===== src/rtl/nuc_pkg.sv =====
// Shared types and helpers for the nucleotide pattern matcher.
package nuc_pkg;

  typedef enum logic [1:0] {
    A = 2'b00,
    C = 2'b01,
    G = 2'b10,
    T = 2'b11
  } nuc_t;

  typedef enum logic [1:0] {
    IDLE = 2'b00,
    SCAN = 2'b01,
    DONE = 2'b10
  } state_t;

  localparam int MAX_PAT = 4;

  // Mask selecting the low 2*len bits of an 8-bit window/pattern.
  function automatic logic [7:0] pat_mask(input logic [2:0] len);
    case (len)
      3'd1:    return 8'h03;
      3'd2:    return 8'h0F;
      3'd3:    return 8'h3F;
      default: return 8'hFF;
    endcase
  endfunction

endpackage


===== src/rtl/nuc_window.sv =====
// Four-nucleotide sliding window with a saturating fill counter.
module nuc_window
  import nuc_pkg::*;
(
  input  logic       clock,
  input  logic       reset_L,
  input  logic       clear,
  input  logic       shift,
  input  logic [1:0] din,
  output logic [7:0] window,
  output logic [2:0] fill
);

  // Fill counter tracks how many valid nucleotides sit in the window.
  always_ff @(posedge clock or negedge reset_L) begin
    if (!reset_L) begin
      fill <= '0;
    end else if (clear) begin
      fill <= '0;
    end else if (shift && (fill != 3'(MAX_PAT))) begin
      fill <= fill + 3'd1;
    end
  end

  // Window contents are qualified by fill, so they need no reset.
  always_ff @(posedge clock) begin
    if (clear) begin
      window <= '0;
    end else if (shift) begin
      window <= {window[5:0], din};
    end
  end

endmodule


===== src/rtl/nuc_pattern_matcher.sv =====
// Scan engine: reads the nucleotide memory sequentially and counts
// (overlapping) occurrences of a 1..4 nucleotide pattern.
module nuc_pattern_matcher
  import nuc_pkg::*;
#(
  parameter int AW = 16,
  parameter int CW = 16
) (
  input  logic          clock,
  input  logic          reset_L,
  input  logic          start,
  input  logic [7:0]    pattern,
  input  logic [2:0]    pat_len,
  input  logic [AW:0]   seq_len,
  output logic [AW-1:0] nuc_addr,
  output logic          nuc_re,
  input  logic [1:0]    nuc_data,
  output logic          busy,
  output logic          done,
  output logic [CW-1:0] match_count,
  output logic          found,
  output logic [AW-1:0] first_addr
);

  state_t        state, state_nxt;
  logic [AW-1:0] idx;
  logic [7:0]    pat_q;
  logic [2:0]    plen_q;
  logic [AW:0]   slen_q;
  logic [7:0]    window;
  logic [7:0]    win_nxt;
  logic [2:0]    fill;
  logic          accept;
  logic          reject;
  logic          last;
  logic          hit;
  logic          in_scan;

  function automatic logic [CW-1:0] sat_inc(input logic [CW-1:0] v);
    return (&v) ? v : v + CW'(1);
  endfunction

  nuc_window u_window (
    .clock   (clock),
    .reset_L (reset_L),
    .clear   (accept),
    .shift   (in_scan),
    .din     (nuc_data),
    .window  (window),
    .fill    (fill)
  );

  // Memory-facing outputs decode from registered state only.
  assign in_scan  = (state == SCAN);
  assign nuc_re   = in_scan;
  assign busy     = in_scan;
  assign done     = (state == DONE);
  assign nuc_addr = in_scan ? idx : '0;

  // Parameter screening uses the live inputs, checked at the accepting edge.
  assign reject = (pat_len == 3'd0) || (pat_len > 3'(MAX_PAT)) ||
                  (seq_len == '0) || (seq_len < {{(AW-2){1'b0}}, pat_len});

  assign last    = ({1'b0, idx} == (slen_q - (AW+1)'(1)));
  assign win_nxt = {window[5:0], nuc_data};
  assign hit     = in_scan &&
                   (({1'b0, fill} + 4'd1) >= {1'b0, plen_q}) &&
                   (((win_nxt ^ pat_q) & pat_mask(plen_q)) == 8'h00);

  // State register.
  always_ff @(posedge clock or negedge reset_L) begin
    if (!reset_L) begin
      state <= IDLE;
    end else begin
      state <= state_nxt;
    end
  end

  // Next-state logic; start is honoured only in IDLE and DONE.
  always_comb begin
    state_nxt = state;
    accept    = 1'b0;
    case (state)
      IDLE, DONE: begin
        if (start) begin
          accept    = 1'b1;
          state_nxt = reject ? DONE : SCAN;
        end else begin
          state_nxt = IDLE;
        end
      end
      SCAN: begin
        if (last) begin
          state_nxt = DONE;
        end
      end
      default: state_nxt = IDLE;
    endcase
  end

  // Latched operands are only consumed after an accepted start.
  always_ff @(posedge clock) begin
    if (accept) begin
      pat_q  <= pattern;
      plen_q <= pat_len;
      slen_q <= seq_len;
    end
  end

  // Read index advances once per SCAN cycle and stops on the last address.
  always_ff @(posedge clock or negedge reset_L) begin
    if (!reset_L) begin
      idx <= '0;
    end else if (accept) begin
      idx <= '0;
    end else if (in_scan && !last) begin
      idx <= idx + AW'(1);
    end
  end

  // Result registers: cleared on accept, updated on each match.
  always_ff @(posedge clock or negedge reset_L) begin
    if (!reset_L) begin
      match_count <= '0;
      found       <= 1'b0;
      first_addr  <= '0;
    end else if (accept) begin
      match_count <= '0;
      found       <= 1'b0;
      first_addr  <= '0;
    end else if (hit) begin
      match_count <= sat_inc(match_count);
      if (!found) begin
        found      <= 1'b1;
        first_addr <= idx - AW'(plen_q) + AW'(1);
      end
    end
  end

endmodule


===== config.mk =====
export PLATFORM = sky130hd
export DESIGN_NAME = nuc_pattern_matcher
export DESIGN_NICKNAME = d
export VERILOG_FILES = /design/src/rtl/nuc_pkg.sv /design/src/rtl/nuc_window.sv /design/src/rtl/nuc_pattern_matcher.sv
export SDC_FILE = /design/constraint.sdc
export NUM_CORES = 1
export LEC_CHECK = 0
export ABC_CLOCK_PERIOD_IN_PS = 3600
export BUFFER_PORTS_ARGS = -buffer_cell sky130_fd_sc_hd__buf_4
export CORE_MARGIN = 2
export CORE_UTILIZATION = 43
export CTS_CLUSTER_DIAMETER = 100
export DETAILED_ROUTE_END_ITERATION = 6
export PLACE_DENSITY = 0.63
export SYNTH_ARGS = -nofsm -noshare
export SYNTH_HDL_FRONTEND = slang
export SYNTH_HIERARCHICAL = 1
export SYNTH_SLANG_ARGS = --single-unit

===== constraint.sdc =====
create_clock -name clock -period 3.6 [get_ports clock]
set_input_delay 0.18 -clock clock [delete_from_list [all_inputs] [get_ports clock]]
set_output_delay 0.18 -clock clock [all_outputs]
set_load 0.02 [all_outputs]

==> results.sh <==
export IMPL_coreArea_sq_mm=0.0126
export IMPL_postCtsSetupBuffers=0
export IMPL_cts_path_max_buffers=2
export IMPL_min_from="seq_len[5]"
export IMPL_row_count=41
export IMPL_place_port_buffers=84
export IMPL_grt_antenna_before_repair=0
export IMPL_cp_end_kind="flop"
export IMPL_cts_buffers=9
export IMPL_min_period_ns=3.39
export IMPL_die_width_microns=117
export IMPL_fp_dieH_microns=117
export IMPL_reg2reg_depth=8
export IMPL_dieArea_sq_mm=0.0137
export IMPL_max_slew_margin_rel_pct=54.3
export IMPL_via_per_inst=5.19
export IMPL_clkSinkCount=88
export IMPL_placed_cell_area_sq_mm=0.00631
export IMPL_fin_tns_setup_ns=0
export IMPL_post_route_drc_count=0
export IMPL_worstSetupStartpointType="flop"
export IMPL_start_util_pct=43.8
export IMPL_status="completed"
export IMPL_cts_tree="yes"
export IMPL_fmax_mhz=295
export IMPL_fin_area_sq_mm=0.00666
export IMPL_cap_violations=0
export IMPL_r2r_start="slen_q[3]"
export IMPL_cts_hold_buf=9
export IMPL_cp_arrival_ns=3.67
export IMPL_power_leakage_nw=3.03
export IMPL_clock_latency_ns=0.34
export IMPL_cts_root_buf="clkbuf_16"
export IMPL_hold_end="slen_q[5]"
export IMPL_drive_above_1_share_pct=18.2
export IMPL_r2r_end="idx[12]"
export IMPL_rsz0062_at_grt="false"
export IMPL_gr_total_overflow=0
export IMPL_wl_microns=12200
export IMPL_synth_area_sq_mm=0.00550
export IMPL_cts_max_level=3
export IMPL_avgRoutedWirePerCell_microns=14.7
export IMPL_postRouteAntennaNets=0
export IMPL_vias=4287
export IMPL_slew_violations=0
export IMPL_synth_nets=630
export IMPL_p_per_area_mw_per_mm2=519
export IMPL_design_power_total_mw=3.46
export IMPL_hold_worst_slack_ns=0.0211
export IMPL_crit_required_ns=3.88
export IMPL_setup_worst_path_class="flop to flop"
export IMPL_instances_no_fill=826
export IMPL_drt_iter0_markers=237
export IMPL_syn_to_final_growth_pct=21.1
export IMPL_gp_congestion=0.873
export IMPL_whs_path_depth=1
export IMPL_grt_max_degree=55
export IMPL_fin_skew_ns=0.00554
export IMPL_antenna_cells=0
export IMPL_grt_pass1_vias=4176
export IMPL_clk_pin_slew_ns=0.06
export IMPL_fin_ws_ns=0.210
export IMPL_grt_usage_pct=19.0
export IMPL_grt_first_pass_wirelength_microns=20100
export IMPL_first_pass_iters=4
export IMPL_cts_resized=0
export IMPL_syn_area_per_cell_sq_um=9.87
export IMPL_fin_util_pct=53.0
export IMPL_path_max_fanout=8
export IMPL_tightest_slew_ns=0.685
export IMPL_yosys_warnings=6
export IMPL_ir_drop_mv=0.262
export IMPL_dp_cells=801
export IMPL_fin_crit_sh_pct=94.2
export IMPL_io_pins=85
export IMPL_regToRegSetupSlack_ns=0.21
export IMPL_synthCells=557
export IMPL_hold_path_class="primary input to flop"
export IMPL_hpwl_microns=9150
export IMPL_dp_slack_ns=0.250
export IMPL_finalSetupViolations=0
export IMPL_fin_nets=722
export IMPL_hold_viol_final=0
[per-layer routing]
layer | global-route usage, % | wire, microns
met1 | 25.0 | 5690
met2 | 31.7 | 5810
met3 | 2.78 | 486
met4 | 7.61 | 177
met5 | 0 | 0
[worst max path at each step]
stage | startpoint | to | slack, ns | cells past startpoint
3_3_place_gp | slen_q[3] | idx[14] | 0.35 | 8
4_1_cts | slen_q[3] | idx[12] | 0.23 | 8
3_5_place_dp | slen_q[3] | idx[12] | 0.25 | 8
2_1_floorplan | slen_q[3] | idx[12] | 0.47 | 9
5_1_grt | slen_q[3] | idx[12] | 0.08 | 8
6_report | slen_q[3] | idx[12] | 0.21 | 8
[critical path, cell delays in order, from the launching register on]
cell	delay (ns)
edfxtp_1	0.48
or4_1	0.71
or4b_4	0.59
or3_1	0.39
xnor2_2	0.17
a221oi_4	0.43
a211oi_4	0.16
a211oi_1	0.27
a31o_1	0.14
[power by group]
part,total [mW],internal [mW],switching (mW)
clock,0.841,0.468,0.374
combinational,1.25,0.553,0.693
sequential,1.37,1.21,0.162
total,3.46,2.23,1.23
[layout by cell type, fill, tap and decap left out, drive strengths merged, types with 3 or more instances in the layout]
| master | instances |
|---|---|
| and3 | 8 |
| ha | 39 |
| inv | 39 |
| clkinv | 3 |
| buf | 92 |
| clkbuf | 13 |
| xor2 | 26 |
| a2111oi | 3 |
| edfxtp | 28 |
| o41ai | 3 |
| nand2 | 34 |
| nor2b | 4 |
| nor2 | 45 |
| or3 | 3 |
| nor3b | 3 |
| nand4 | 11 |
| and2 | 19 |
| dlygate4sd3 | 9 |
| xnor2 | 37 |
| dfrtp | 54 |
| nor4 | 4 |
| a211oi | 8 |
| nand3 | 27 |
| mux2i | 16 |
| dfxtp | 6 |
| or4 | 8 |
| nor3 | 17 |
| o211ai | 6 |
| a21oi | 16 |
| o31ai | 3 |
| a21o | 3 |
| o21ai | 25 |
| nand2b | 8 |
[state kept, by name, indices dropped and copies added, names as in the netlist]
signal / cells
first_addr: 16
u_window/window: 6
u_window/fill: 3
state: 2
pat_q: 8
plen_q: 3
match_count: 16
slen_q: 17
idx: 16
found: 1
[layout make-up]
type                    instances  area, sq um
clock buffers                  13          240
clock inverters                 3         18.8
fillers                      1135         5910
inverters                      39          146
multi-input cells             410         2950
flip-flops and latches         88         2310
well taps                     172          215
repair buffers                101          781
No activity file was read; power rests on OpenSTA's default activity.
